$ cat src/rtl/prm_chk_pkg.sv
// Shared defaults and FSM encoding for the edge-query sequencer and its packer.
package prm_chk_pkg;

    localparam int unsigned IDX_W_DEF  = 15;
    localparam int unsigned OBS_N_DEF  = 8;
    localparam int unsigned WORD_W_DEF = 32;
    localparam int unsigned CNT_W_DEF  = 6;

    typedef enum logic [1:0] {
        ST_IDLE  = 2'd0,
        ST_RUN   = 2'd1,
        ST_DRAIN = 2'd2,
        ST_FIN   = 2'd3
    } seq_state_t;

endpackage

$ cat src/rtl/prm_word_packer.sv
// Assembles blocked-edge bits into words and holds one finished word for a
// valid/ready consumer; raises o_stall when a finished word cannot be handed off.
module prm_word_packer #(
    parameter int unsigned IDX_W  = prm_chk_pkg::IDX_W_DEF,
    parameter int unsigned WORD_W = prm_chk_pkg::WORD_W_DEF,
    parameter int unsigned CNT_W  = prm_chk_pkg::CNT_W_DEF
) (
    input  logic              clk,
    input  logic              rst,
    input  logic              i_capture,
    input  logic              i_bit,
    input  logic              i_last,
    input  logic [IDX_W-1:0]  i_idx,
    input  logic              i_ready,
    output logic              o_stall,
    output logic              o_valid,
    output logic [WORD_W-1:0] o_data,
    output logic [IDX_W-1:0]  o_base,
    output logic [CNT_W-1:0]  o_cnt
);

    logic [WORD_W-1:0] r_asm;
    logic [CNT_W-1:0]  r_n;
    logic [IDX_W-1:0]  r_asm_base;
    logic              r_valid;
    logic [WORD_W-1:0] r_data;
    logic [IDX_W-1:0]  r_base;
    logic [CNT_W-1:0]  r_cnt;

    logic              w_full;
    logic              w_can_load;
    logic              w_take;
    logic [WORD_W-1:0] w_word;
    logic [IDX_W-1:0]  w_base;

    assign w_full     = (r_n == CNT_W'(WORD_W - 1)) || i_last;
    assign w_can_load = !r_valid || i_ready;
    assign o_stall    = i_capture && w_full && !w_can_load;
    assign w_take     = i_capture && !o_stall;
    assign w_word     = r_asm | (WORD_W'(i_bit) << r_n);
    // A one-bit word takes its base from the edge being captured right now.
    assign w_base     = (r_n == '0) ? i_idx : r_asm_base;

    always_ff @(posedge clk) begin
        if (rst) begin
            r_asm      <= '0;
            r_n        <= '0;
            r_asm_base <= '0;
            r_valid    <= 1'b0;
            r_data     <= '0;
            r_base     <= '0;
            r_cnt      <= '0;
        end else begin
            if (r_valid && i_ready) begin
                r_valid <= 1'b0;
            end
            if (w_take) begin
                if (w_full) begin
                    r_valid <= 1'b1;
                    r_data  <= w_word;
                    r_base  <= w_base;
                    r_cnt   <= r_n + CNT_W'(1);
                    r_asm   <= '0;
                    r_n     <= '0;
                end else begin
                    r_asm <= w_word;
                    r_n   <= r_n + CNT_W'(1);
                    if (r_n == '0) begin
                        r_asm_base <= i_idx;
                    end
                end
            end
        end
    end

    assign o_valid = r_valid;
    assign o_data  = r_data;
    assign o_base  = r_base;
    assign o_cnt   = r_cnt;

endmodule

$ cat src/rtl/prm_edge_query_seq.sv
// Issues edge-index queries to the combinational obstacle checkers, ORs the
// enabled obstacle hits per edge and streams packed result words.
module prm_edge_query_seq #(
    parameter int unsigned IDX_W  = prm_chk_pkg::IDX_W_DEF,
    parameter int unsigned OBS_N  = prm_chk_pkg::OBS_N_DEF,
    parameter int unsigned WORD_W = prm_chk_pkg::WORD_W_DEF,
    parameter int unsigned CNT_W  = prm_chk_pkg::CNT_W_DEF
) (
    input  logic              clk,
    input  logic              rst,
    input  logic              start,
    input  logic [IDX_W-1:0]  idx_first,
    input  logic [IDX_W-1:0]  idx_last,
    input  logic [OBS_N-1:0]  obs_en,
    output logic [IDX_W-1:0]  qry_idx,
    input  logic [OBS_N-1:0]  chk_mask,
    output logic              out_valid,
    input  logic              out_ready,
    output logic [WORD_W-1:0] out_data,
    output logic [IDX_W-1:0]  out_base,
    output logic [CNT_W-1:0]  out_cnt,
    output logic              busy,
    output logic              done
);

    import prm_chk_pkg::*;

    seq_state_t       r_state;
    logic [IDX_W:0]   r_idx;
    logic [IDX_W-1:0] r_last;
    logic [OBS_N-1:0] r_obs_en;
    logic             r_busy;
    logic             r_done;

    logic             w_capture;
    logic             w_bit;
    logic             w_last;
    logic             w_stall;

    assign w_capture = (r_state == ST_RUN);
    assign w_bit     = |(chk_mask & r_obs_en);
    // Extra counter bit keeps idx_last = all-ones from aliasing index 0.
    assign w_last    = (r_idx == {1'b0, r_last});

    prm_word_packer #(
        .IDX_W  (IDX_W),
        .WORD_W (WORD_W),
        .CNT_W  (CNT_W)
    ) u_packer (
        .clk       (clk),
        .rst       (rst),
        .i_capture (w_capture),
        .i_bit     (w_bit),
        .i_last    (w_last),
        .i_idx     (r_idx[IDX_W-1:0]),
        .i_ready   (out_ready),
        .o_stall   (w_stall),
        .o_valid   (out_valid),
        .o_data    (out_data),
        .o_base    (out_base),
        .o_cnt     (out_cnt)
    );

    always_ff @(posedge clk) begin
        if (rst) begin
            r_state  <= ST_IDLE;
            r_idx    <= '0;
            r_last   <= '0;
            r_obs_en <= '0;
            r_busy   <= 1'b0;
            r_done   <= 1'b0;
        end else begin
            r_done <= (r_state == ST_FIN);
            unique case (r_state)
                ST_IDLE: begin
                    if (start) begin
                        r_idx    <= {1'b0, idx_first};
                        r_last   <= idx_last;
                        r_obs_en <= obs_en;
                        if (idx_last >= idx_first) begin
                            r_state <= ST_RUN;
                            r_busy  <= 1'b1;
                        end else begin
                            r_state <= ST_FIN;
                        end
                    end
                end
                ST_RUN: begin
                    if (!w_stall) begin
                        if (w_last) begin
                            r_state <= ST_DRAIN;
                        end else begin
                            r_idx <= r_idx + 1'b1;
                        end
                    end
                end
                ST_DRAIN: begin
                    if (!out_valid || out_ready) begin
                        r_state <= ST_FIN;
                        r_busy  <= 1'b0;
                    end
                end
                ST_FIN: begin
                    r_state <= ST_IDLE;
                end
                default: r_state <= ST_IDLE;
            endcase
        end
    end

    assign qry_idx = r_idx[IDX_W-1:0];
    assign busy    = r_busy;
    assign done    = r_done;

endmodule

$ cat config.mk
export PLATFORM = sky130hd
export DESIGN_NAME = prm_edge_query_seq
export DESIGN_NICKNAME = d
export VERILOG_FILES = /design/src/rtl/prm_chk_pkg.sv /design/src/rtl/prm_word_packer.sv /design/src/rtl/prm_edge_query_seq.sv
export SDC_FILE = /design/constraint.sdc
export NUM_CORES = 1
export LEC_CHECK = 0
export BUFFER_PORTS_ARGS = -buffer_cell sky130_fd_sc_hd__clkbuf_2
export CAP_MARGIN = 10
export CORE_MARGIN = 5
export CORE_UTILIZATION = 53
export DETAILED_ROUTE_END_ITERATION = 7
export PLACE_DENSITY = 0.86
export RECOVER_POWER = 25
export SLEW_MARGIN = 20
export SYNTH_ARGS = -nofsm -noshare
export SYNTH_HDL_FRONTEND = slang
export SYNTH_SLANG_ARGS = --single-unit
export TNS_END_PERCENT = 10
$ cat constraint.sdc
create_clock -name clk -period 3.7 [get_ports clk]
set_clock_uncertainty 0.15 [all_clocks]
set_input_delay 0.185 -clock clk [delete_from_list [all_inputs] [get_ports clk]]
set_output_delay 0.185 -clock clk [all_outputs]
set_load 0.1 [all_outputs]
=== Word-level counts from Yosys, hierarchy flattened ===
Cells that the tools add are included.

* Register bits after elaboration: 150
* Output and inout port bits: 71

* Add/subtract/negate cells: 2
* Magnitude comparators: 1
* Equal/unequal tests: 11
* Shift operators: 1
* Mux-type cells: 20
* Bitwise logic cells: 3
* Reductions and logical operators: 20

{| class="wikitable"
|+ Operators with widths
! kind !! count
|-
| $mux 16 || 3
|-
| $mux 32 || 1
|-
| $or 32x32->32 || 1
|-
| $pmux 16 s2 || 1
|-
| $shl 1x6->32 || 1
|-
| $add 16x1->16 const B || 1
|-
| $eq 16x15->1 || 1
|-
| $ge 15x15->1 || 1
|-
| $mux 15 || 1
|-
| $reduce_and 4->1 || 3
|-
| $mux 2 || 5
|-
| $ne 2x2->1 const B || 5
|-
| $and 8x8->8 || 1
|-
| $pmux 2 s4 || 1
|-
| $reduce_or 8->1 || 1
|-
| $add 6x1->6 const B || 1
|-
| $eq 6x5->1 const B || 1
|-
| $logic_not 6->1 || 1
|-
| $mux 1 || 6
|-
| $mux 6 || 1
|-
| $reduce_and 2->1 || 3
|-
| $eq 2x2->1 const B || 2
|-
| $logic_and 1x1->1 || 4
|-
| $reduce_bool 2->1 || 2
|-
| other kinds (7) || 10
|}

=== Longest topological paths before layout ===
* Word-level depth: 7
* Depth in mapped cells: 10

=== Cells and area by module ===
A second synthesis with hierarchy kept.

* Cell total of the unflattened synthesis: 829
* Area total of the unflattened synthesis: 7305.8 µm²

{| class="wikitable"
|+ By module, submodules not included
! module !! instances !! cells an instance !! area an instance (µm²) !! seq. area each (µm²)
|-
| prm_word_packer || 1 || 472 || 4549.4 || 2142.1
|-
| prm_edge_query_seq || 1 || 357 || 2756.4 || 860.8
|}

=== Worst setup path after synthesis ===
Ideal clock, no wire load.

* Path kind: register to register
* Start: register r_idx[13]
* End: register u_packer.r_data[26] (netlist: u_packer.o_data[26])
* Setup time: 0.134 ns
* Arrival time: 2.269 ns
* Required time: 3.416 ns
* Slack: 1.147 ns
* Stages on the path, launching flop included: 11
* Buffers on the path: 4
* Period minus slack after synthesis: 2.553 ns
* Cells stage by stage: dfxtp_1 > clkbuf_1 > xnor2_1 > nand4_1 > or4_1 > buf_2 > or2_1 > buf_2 > a21oi_4 > buf_4 > a211oi_1

* Longest elaborated chain between the ends: 7

{| class="wikitable"
|+ Ends and longest elaborated chain
! item !! line !! source
|-
| start, declared || prm_edge_query_seq.sv:29 || <nowiki>logic [IDX_W:0] r_idx;</nowiki>
|-
| start signal, assigned || prm_edge_query_seq.sv:77 || <nowiki>r_idx <= {1'b0, idx_first};</nowiki>
|-
| start signal, assigned || prm_edge_query_seq.sv:93 || <nowiki>r_idx <= r_idx + 1'b1;</nowiki>
|-
| $eq 16x15->1 * || prm_edge_query_seq.sv:43 || <nowiki>assign w_last = (r_idx == {1'b0, r_last});</nowiki>
|-
| $logic_or 1x1->1 * || prm_word_packer.sv:36 || <nowiki>assign w_full = (r_n == CNT_W'(WORD_W - 1)) || i_last;</nowiki>
|-
| $logic_and 1x1->1 (2 in series) || prm_word_packer.sv:38 || <nowiki>assign o_stall = i_capture && w_full && !w_can_load;</nowiki>
|-
| $logic_not 1->1 || prm_word_packer.sv:39 || <nowiki>assign w_take = i_capture && !o_stall;</nowiki>
|-
| $logic_and 1x1->1 || prm_word_packer.sv:39 ||
|-
| $reduce_and 2->1 (no source line) * || n/a ||
|-
| end signal, assigned || prm_word_packer.sv:60 || <nowiki>r_data <= w_word;</nowiki>
|-
| end, declared || prm_word_packer.sv:26 || <nowiki>logic [WORD_W-1:0] r_data;</nowiki>
|}

Mark *: on every way between the ends. The rest lies on a longest branch, timed or not.
A chain may end at the register's enable or synchronous reset.

=== Worst setup path in the final report ===
* Start: register r_idx[3]
* End: register u_packer.r_base[7] (netlist: u_packer.o_base[7])

* Longest elaborated chain between the ends: 7

{| class="wikitable"
|+ Ends and longest elaborated chain
! item !! line !! source
|-
| $eq 16x15->1 * || prm_edge_query_seq.sv:43 ||
|-
| $logic_or 1x1->1 * || prm_word_packer.sv:36 ||
|-
| $logic_and 1x1->1 (2 in series) || prm_word_packer.sv:38 ||
|-
| $logic_not 1->1 || prm_word_packer.sv:39 ||
|-
| $logic_and 1x1->1 || prm_word_packer.sv:39 ||
|-
| $reduce_and 2->1 (no source line) * || n/a ||
|-
| end signal, assigned || prm_word_packer.sv:61 || <nowiki>r_base <= w_base;</nowiki>
|-
| end, declared || prm_word_packer.sv:27 || <nowiki>logic [IDX_W-1:0] r_base;</nowiki>
|}

Marks and branches as above.

==> metrics.yaml <==
outcome:
  run_status: "finished, violations left"
  violations: "capacitance limit, slew limit"
synthesis:
  synth-seq-area-share_pct: 42.4
  netlist_area_um2: 7080
  async_reset_ff_share_pct: 0
  ys_types: 53
  yosysTopAreaCell: "dfxtp_1"
  yosys.area.top_type_share_pct: 42.4
  synth.area.top_cells: "dfxtp_1 42%, a21oi_1 8.6%, a211oi_1 6.0%"
  synth_top_flop_cell: "dfxtp_1"
  syn_inst: 818
  synth-seq-cells: 150
  synth_edf_count: 0
  synth_nets: 890
  avgSynthCellArea_um2: 8.66
  yosys_warnings: 0
layout:
  final_common_cell: "dfxtp_1"
  drive_above_1_share_pct: 13.1
  fin_nets: 993
  syn_to_final_growth_pct: 19.4
  final_cell_area_um2: 8450
  fin_util_pct: 64.1
  antenna_cells: 0
  layout_common_cells: "150 x dfxtp_1, 121 x a21oi_1, 78 x nand2_1"
  instances_no_fill: 1110
worst_hold_path:
  hold_start: "rst"
  hp-class: "primary input to flop"
pwr:
  powerDensity_nw_per_um2: 747
  p_sw_mw: 2.94
  clkPwrFrac_pct: 26.5
  leakagePower_nw: 3.12
  total_power_mw: 6.32
  p_seq_share_pct: 32.1
  comb_power_share_pct: 41.4
  vdd_drop_max_mv: 0.437
  switching_share_pct: 46.6
  internal_power_mw: 3.37
place:
  dp_cells: 1048
  placed_cell_area_um2: 7640
  port_buffers: 120
  gp_congestion: 0.933
  pre_cts_ws_ns: 0.494
  hpwlAfterDp_mm: 13.3
clock_tree:
  cts-root-buf: "clkbuf_16"
  clk_latency_ns: 0.43
  cts_inserted_buffers: 17
  htreeDepth: 4
  clock-sinks: 150
  cts.clk_slew.worst_paths_ns: 0.07
  cts_tree: "yes"
  clock_path_buffers: 2
  post-cts-setup-buffers: 0
worst_setup_path:
  crit_path_end_kind: "flop"
  crit_type: "flop to flop"
  critPathRequiredTime_ns: 3.77
  cp-start-kind: "flop"
  path_max_fanout: 42
  timing.rr.start: "r_idx[3]"
  startpoint: "r_idx[3]"
  worstPathArrival_ns: 3.38
sta:
  setup_tns_ns: 0
  hold_violations: 0
  max_freq_ghz: 0.303
  fin_crit_ns: 3.30
  fin_crit_sh_pct: 89.3
  drv_slew: 83
  finalSetupViolations: 0
  hold_slack_ns: 0.0217
  timing.final.ws_setup_ns: 0.397
  rsz0062_at_grt: "false"
  worst_slew_pin_slew_ns: 1.71
  slew-limit-headroom_pct: -14.0
routing:
  viasPerCell: 6.21
  drt_first_iter_violations: 767
  vias: 6897
  wire_per_inst_um: 18.7
  dr.pass1.iters: 6
  totalWireLength_mm: 20.8
  ant_nets: 0
  post-route-drc-count: 0
floorplan:
  io_pins: 121
  std_cell_rows: 42
  start_util_pct: 53.7
  core_um2: 13200
  fp.dieH_um: 126
  die_width_um: 126
  design.die.area_um2: 15800
grt:
  grt_max_degree: 83
  antenna_found_initial: 0
  grt_overflow: 0
  grt_pass1_vias: 6719
  grt_pass1_wl_mm: 33.7
  grt_util_all_layers_pct: 26.1
job:
  drv_cap: 1
==> worst max-delay path: stages (launching register included) <==
cell and delay, ns:
dfxtp_1 0.54, xnor2_1 0.20, nand4_1 0.15, or4_1 0.76, or2_1 0.46, a21oi_4 0.44, buf_12 0.28, a211oi_1 0.10
==> cell usage after synthesis, types with 17 or more instances <==
cell type	number
ha_1	22
o21ai_0	19
a21oi_1	122
a211oi_1	57
nand2_1	78
a32o_1	25
nor2_1	37
dfxtp_1	150
nor3_1	17
inv_1	25
buf_4	26
mux2i_1	30
clkbuf_1	44
nand3_1	21
==> layout make-up <==
cell class              instances  area [um2]
multi-input cells             560        3600
fillers                      1063        4740
clock buffers                  18         429
repair buffers                166         966
flip-flops and latches        150        3000
inverters                      26        97.6
clock inverters                14         139
well taps                     176         220
==> routing by layer <==
| layer | track usage [%] | share of wire [%] | wire length (um) |
|---|---|---|---|
| met5 | 0 | 0 | 0 |
| met1 | 33.0 | 41 | 8570 |
| met4 | 12.2 | 3.4 | 708 |
| met2 | 41.2 | 46 | 9510 |
| met3 | 7.51 | 9.6 | 1990 |
==> power groups by stage <==
stage	clock (mW)	sequential, mW	combinational (mW)
2_1_floorplan	0	2.44	1.69
3_3_place_gp	0	2.04	2.51
3_5_place_dp	0	2.05	2.54
4_1_cts	1.69	2.02	2.58
5_1_grt	1.76	2.06	2.77
6_report	1.67	2.03	2.61
==> worst paths after layout <==
path,to,slack [ns],cells after the start
setup / recovery,u_packer.o_base[7],0.40,7
hold / removal,u_packer.r_asm_base[4],0.02,2
setup reg to reg,u_packer.o_base[7],0.40,7
hold reg to reg,r_obs_en[1],0.31,2
==> sequential cells by signal (all words and copies together), names as in the netlist, 6 cells and up <==
register,cells
u_packer.o_data,32
u_packer.r_asm,32
r_idx,16
r_last,15
u_packer.o_base,15
u_packer.r_asm_base,15
r_obs_en,8
u_packer.o_cnt,6
u_packer.r_n,6
==> timing repair <==
action	4_1_cts	5_1_grt
hold endpoints to repair	30	0
hold buffers	30	0
resized for setup	0	0
==> cells by family after synthesis <==
logic type / after synthesis / share of synthesized area [%]
DFF: 150 / 42.4
and+or+nand+nor: 209 / 14.0
muxes: 30 / 4.24
AOI/OAI and AO/OA: 282 / 26.1
xor gates and xnor gates: 17 / 2.10
adders and majority gates: 22 / 3.89
buffers and inverters: 108 / 7.26
No activity file was read; power rests on OpenSTA's default activity.
